File: config.mk
export PLATFORM = sky130hd
export DESIGN_NAME = pipe_ctrl
export DESIGN_NICKNAME = d
export VERILOG_FILES = /design/src/rtl/pipe_ctrl.sv
export SDC_FILE = /design/constraint.sdc
export NUM_CORES = 1
export LEC_CHECK = 0
export CAP_MARGIN = 40
export CORE_MARGIN = 2
export CORE_UTILIZATION = 27
export DETAILED_ROUTE_END_ITERATION = 12
export GPL_ROUTABILITY_DRIVEN = 0
export PLACE_DENSITY_LB_ADDON = 0.2
export SLEW_MARGIN = 25
export SYNTH_ARGS = -nofsm -noshare
export SYNTH_HDL_FRONTEND = slang
export SYNTH_SLANG_ARGS = --single-unit
File: constraint.sdc
create_clock -name clk -period 3.8 [get_ports clk]
set_clock_uncertainty 0.1 [all_clocks]
set_input_delay 0.57 -clock clk [delete_from_list [all_inputs] [get_ports clk]]
set_output_delay 0.57 -clock clk [all_outputs]
set_load 0.05 [all_outputs]
File: src/rtl/pipe_ctrl.sv
// Pipeline hazard controller: load-use stall, branch flush and memory freeze sequencing.
// Optional stall-cycle counter enabled by defining PIPE_CTRL_PERF_EN.
//
// state   | meaning
// RUN     | normal flow, no event last cycle
// LDSTALL | one-cycle load-use bubble; the load is now in MEM, hz ignored
// BRFLUSH | ID holds the flushed NOP; hz ignored
// MEMWAIT | pipeline frozen for data memory; held branch/hazard serviced on release
module pipe_ctrl #(
  parameter int REGW = 5,
  parameter int CNTW = 16
) (
  input  logic            clk,
  input  logic            rst_n,
  input  logic            id_valid,
  input  logic [REGW-1:0] id_ra,
  input  logic [REGW-1:0] id_rb,
  input  logic            id_use_ra,
  input  logic            id_use_rb,
  input  logic            ex_load,
  input  logic [REGW-1:0] ex_dest,
  input  logic            br_taken,
  input  logic            mem_busy,
  output logic            pc_we,
  output logic            ifid_we,
  output logic            ifid_flush,
  output logic            idex_bubble,
  output logic            pipe_we,
  output logic [1:0]      state,
  output logic [CNTW-1:0] stall_cnt
);

  typedef enum logic [1:0] {
    RUN     = 2'd0,
    LDSTALL = 2'd1,
    BRFLUSH = 2'd2,
    MEMWAIT = 2'd3
  } state_t;

  state_t state_q;
  state_t state_d;
  logic   hz;
  logic   hz_live;
  logic   pc_en;

  always_comb begin
    hz = id_valid && ex_load && (ex_dest != '0) &&
         ((id_use_ra && (id_ra == ex_dest)) || (id_use_rb && (id_rb == ex_dest)));
    // The bubble already inserted (or the flushed NOP in ID) makes a second stall pointless.
    hz_live = hz && ((state_q == RUN) || (state_q == MEMWAIT));
  end

  always_comb begin
    state_d     = RUN;
    pc_en       = 1'b1;
    ifid_flush  = 1'b0;
    idex_bubble = 1'b0;
    pipe_we     = 1'b1;
    if (mem_busy) begin
      state_d = MEMWAIT;
      pc_en   = 1'b0;
      pipe_we = 1'b0;
    end else if (br_taken) begin
      state_d     = BRFLUSH;
      ifid_flush  = 1'b1;
      idex_bubble = 1'b1;
    end else if (hz_live) begin
      state_d     = LDSTALL;
      pc_en       = 1'b0;
      idex_bubble = 1'b1;
    end
  end

  assign pc_we   = pc_en;
  assign ifid_we = pc_en;
  assign state   = state_q;

  always_ff @(posedge clk or negedge rst_n) begin
    if (!rst_n) state_q <= RUN;
    else        state_q <= state_d;
  end

`ifdef PIPE_CTRL_PERF_EN
  logic [CNTW-1:0] cnt_q;

  always_ff @(posedge clk or negedge rst_n) begin
    if (!rst_n)
      cnt_q <= '0;
    else if (!pc_en && (cnt_q != {CNTW{1'b1}}))
      cnt_q <= cnt_q + {{(CNTW-1){1'b0}}, 1'b1};
  end

  assign stall_cnt = cnt_q;
`else
  assign stall_cnt = '0;
`endif

endmodule

==> qor.yml, run 1 <==
status: "finished, final reports clean"
insertion_delay_ps: 220
drv_slew: 0
grt_max_degree: 5
yosysTopAreaCell: "buf_4"
wl_per_cell_um: 9.78
hpwl_um: 784
rows: 13
antenna_found_initial: 0
end_kind: "primary output"
h-tree-depth: 1
grt_setup_unrepaired: "false"
register_area_um2: 50.0
final_antenna_net_count: 0
final_common_cell: "clkdlybuf4s50_1"
drt-total-wl_um: 870
grt_pass1_wl_um: 1430
route.vias.total: 350
fin_crit_sh_pct: 77.8
p_leak_nw: 0.274
cts_tree: "built"
yosysSeqAreaShare_pct: 13.2
detail_route.vias_per_cell: 3.93
hold_viol: 0
drt-initial-drc-count: 2
fillers: 135
fin_cells: 89
cts.repair.resized: 0
largest_register_ff_count: 2
synth_area_leaders: "buf_4, xor2_1, dfrtp_1"
firstDrtPassIters: 2
yosys.area.top_type_share_pct: 33.7
syn_inst: 44
layout_common_cells: "clkdlybuf4s50_1, conb_1, xor2_1"
ys_ff_latch: 2
tns_ps: 0
pre_cts_ws_ps: 815
fmax_ghz: 0.338
path_class: "in2out"
grt_pass1_vias: 351
busiest_layer: "met2"
grt.total_usage_pct: 10.7
finish.utilization_pct: 48.6
cts_root_buf: "clkbuf_4"
drc: 0
drive_gt1_share_pct: 12.2
use_met1_pct: 11.5
ir_drop_uv: 164
use_met2_pct: 18.1
setup_viol: 0
hp-class: "in2async"
initial_core_util_pct: 29.1
tightest_slew_ps: 510
cts_num_sinks: 2
worstPathArrival_ps: 2280
hold_buffers: 0
relSlewSlack_pct: 65.9
pin_count: 46
netlist_area_um2: 379
clockBufferDepth: 2
finish.net_count: 99
grt_overflow_total: 0
area_growth_pct: 66.7
crit_required_ps: 3130
worst_slack_ps: 845
die_w_um: 41.5
numCtsBuffers: 3
ys_warn_count: 0
cp_max_fo: 3
diodes: 0
clkSlewWorstSetupHoldPaths_ps: 30
globalRouteMet3Util_pct: 3.91
start_kind: "input pin"
design.core.area_um2: 1300
fp.dieH_um: 41.5
ff2ff_setup_slack_ps: 2640
die_area_um2: 1720
placed_cells: 86
postPlaceCellArea_um2: 609
design_area_um2: 632
min_period_ps: 2950
p_per_area_nw_per_um2: 266
netlist-cell-type-count: 16
multi_input_area_um2: 250
maxCapViolations: 0
avgSynthCellArea_um2: 8.62
portBuffers: 29
post_cts_buffers: 0
synthesized netlist by cell type, drive strengths merged:
library cell,number
o31a,1
o31ai,2
inv,2
a32oi,1
and2,1
o2111ai,1
or2,1
nand2,1
dfrtp,2
or4,1
buf,17
nor4,2
xnor2,3
xor2,8
conb,1
final cells by class:
cell class | count | area share (%)
Clock buffer | 3 | 3.56
Inverter | 2 | 1.19
Multi-Input combinational cell | 38 | 39.6
Sequential cell | 2 | 7.92
Tap cell | 15 | 2.97
Timing Repair Buffer | 29 | 44.8
path summary, 6_finish.rpt:
check / from / end / cells past startpoint
min in group clk: state[0] / state[0] / 3
min reg2reg: state[0] / state[0] / 3
max reg2reg: state[1] / state[0] / 3
max in group asynchronous: rst_n / state[1] / 1
min: rst_n / state[0] / 1
max: ex_dest[3] / idex_bubble / 6
logic make-up (layout without fill, tap and decap cells):
| family | after synthesis | in the layout | synth area share [%] |
|---|---|---|---|
| buffers and inverters | 19 | 34 | 35.6 |
| other | 1 | 16 | 0.989 |
| XOR/XNOR | 11 | 11 | 25.4 |
| AO/OA/AOI/OAI | 5 | 5 | 12.5 |
| flip-flops | 2 | 2 | 13.2 |
| AND/OR/NAND/NOR | 6 | 6 | 12.2 |
layer usage:
metal | vias to the layer above | routed length [um] | part of all wire [%]
met3 | 0 | 83 | 9.5
li1 | 175 | - | -
met1 | 152 | 336 | 39
met2 | 23 | 449 | 52
met4 | 0 | 0 | 0
met5 | - | 0 | 0
worst max-delay path: stages:
cell and delay, ps:
clkdlybuf4s50_1 470, xor2_1 200, nor4_2 330, a32oi_1 200, o31ai_1 270, buf_4 240
report_power, final:
part | switching [mW] | internal (mW)
combinational | 0.0649 | 0.0342
sequential | 0.000686 | 0.0226
clock | 0.0110 | 0.0348
stage by stage:
step	hold slack (ps)	total power [mW]
4_1_cts	407	0.171
5_1_grt	410	0.176
2_1_floorplan	174	0.100
6_report	414	0.168
3_5_place_dp	552	0.123
3_3_place_gp	558	0.122
Power figures use the tool's default switching activity.
==> run 2, diff against run 1 <==
Settings changed: CORE_UTILIZATION 27 to 23.
Clock period 3.8 ns to 2.4 ns, I/O delays scaled along.
==> run 2 against run 1 <==
Count of clock-buffer cells in the layout unchanged. Sequential share of layout area decreased by 1.0 points. Highest routed layer unchanged. Global-route usage about the same. Clock power increased by 69%. Core utilization decreased by 0.86 points. Non-clock buffer count increased by 3. Largest power group unchanged. Final cell count increased by 4.5%. Design area increased by 15%. Worst hold slack got worse by 220 ps.
==> qor.yml, run 2 (synthesis gave the netlist of run 1 again) <==
status: "finished, final reports clean"
die_w_um: 44.6
grt.total_usage_pct: 10.7
clockBufferDepth: 2
path_class: "in2out"
grt_pass1_wl_um: 1440
insertion_delay_ps: 230
drt-initial-drc-count: 5
worstPathArrival_ps: 1860
die_area_um2: 1990
finish.net_count: 102
hold_viol: 0
grt_max_degree: 5
end_kind: "primary output"
antenna_found_initial: 0
fin_crit_sh_pct: 96.8
rows: 14
detail_route.vias_per_cell: 4.10
clkSlewWorstSetupHoldPaths_ps: 30
fmax_ghz: 0.431
grt_setup_unrepaired: "false"
hold_buffers: 0
final_antenna_net_count: 0
grt_pass1_vias: 362
start_kind: "input pin"
grt_overflow_total: 0
r2r_end: "state[0]"
cts_num_sinks: 2
setup_viol: 0
layout_common_cells: "conb_1, clkdlybuf4s50_1, xor2_1, dlygate4sd2_1"
drv_slew: 0
relSlewSlack_pct: 66.4
design.core.area_um2: 1520
maxCapViolations: 0
p_int_mw: 0.153
area_growth_pct: 91.7
power.net_switching_mw: 0.133
crit_required_ps: 1940
holdWs_ps: 195
r2r_cells: 3
wl_per_cell_um: 10.3
power_frac_comb_pct: 60.1
pin_count: 46
ir_drop_uv: 204
firstDrtPassIters: 4
min_period_ps: 2320
cts_tree: "built"
switching_share_pct: 46.6
hp-class: "in2async"
cts_root_buf: "clkbuf_4"
drive_gt1_share_pct: 24.7
hpwl_um: 796
r2r-start: "state[1]"
final_common_cell: "conb_1"
diodes: 0
total_power_mw: 0.286
drt-total-wl_um: 960
h-tree-depth: 1
portBuffers: 29
initial_core_util_pct: 24.9
route.vias.total: 381
clkPwrFrac_pct: 27.0
drc: 0
fp.dieH_um: 44.6
p_seq_share_pct: 12.9
ff2ff_setup_slack_ps: 1190
tightest_slew_ps: 503
p_per_area_nw_per_um2: 394
cp_max_fo: 3
numCtsBuffers: 3
p_leak_nw: 0.334
largest_register_ff_count: 2
## run 2: power groups by stage
stage | Combinational (mW) | Sequential, mW | Clock [mW]
5_1_grt | 0.181 | 0.0371 | 0.0808
3_5_place_dp | 0.171 | 0.0373 | 0
6_report | 0.172 | 0.0368 | 0.0774
2_1_floorplan | 0.116 | 0.0435 | 0
4_1_cts | 0.172 | 0.0369 | 0.0815
3_3_place_gp | 0.170 | 0.0371 | 0
## run 2: worst max-delay path by stage
stage | startpoint | end | slack, ps | cells after the start
final | ex_dest[4] | ifid_we | 80 | 5
after global routing | ex_dest[4] | ifid_we | 20 | 5
after CTS | id_ra[2] | ifid_we | 10 | 6
after detailed placement | ex_dest[4] | ifid_we | -160 | 5
after global placement | ex_dest[3] | pc_we | -150 | 6
after floorplan | ex_dest[3] | pc_we | 60 | 4
## run 2: area by class of cell
class	count	area, um^2
sequential	2	50.0
fill	165	797
clock buffer	3	22.5
timing repair buffer	32	339
tap	16	20.0
multi-input combinational	38	288
inverter	2	7.51
## run 2: per-stage QoR
step | TNS (ps) | setup slack, ps | std cells | area, um^2 | util [%]
after global routing | 0 | 15.6 | 93 | 727 | 47.7
after detailed placement | -416 | -157 | 89 | 676 | 44.3
after floorplan | 0 | 55.8 | 59 | 440 | -
final | 0 | 77.2 | 93 | 727 | 47.7
after global placement | -392 | -149 | 89 | 676 | 44.3
after CTS | 0 | 13.8 | 93 | 719 | 47.2
## run 2: per-layer routing
| metal | share of wire [%] | global-route usage (%) |
|---|---|---|
| met3 | 11 | 3.27 |
| met4 | 0 | 10.9 |
| met5 | 0 | 0 |
| met1 | 33 | 10.4 |
| met2 | 56 | 17.4 |
## run 2: repair_timing
action                                  4_1_cts  5_1_grt
buffers inserted                              1        0
endpoints found under the setup margin        3        3
pin swaps                                     4        5
resized for setup                            12        5
## run 2: worst max-delay path, cell delays in order
cell and delay (ps):
clkdlybuf4s15_1 230, or4_4 550, o2111ai_4 250, o31a_1 290, buf_12 170
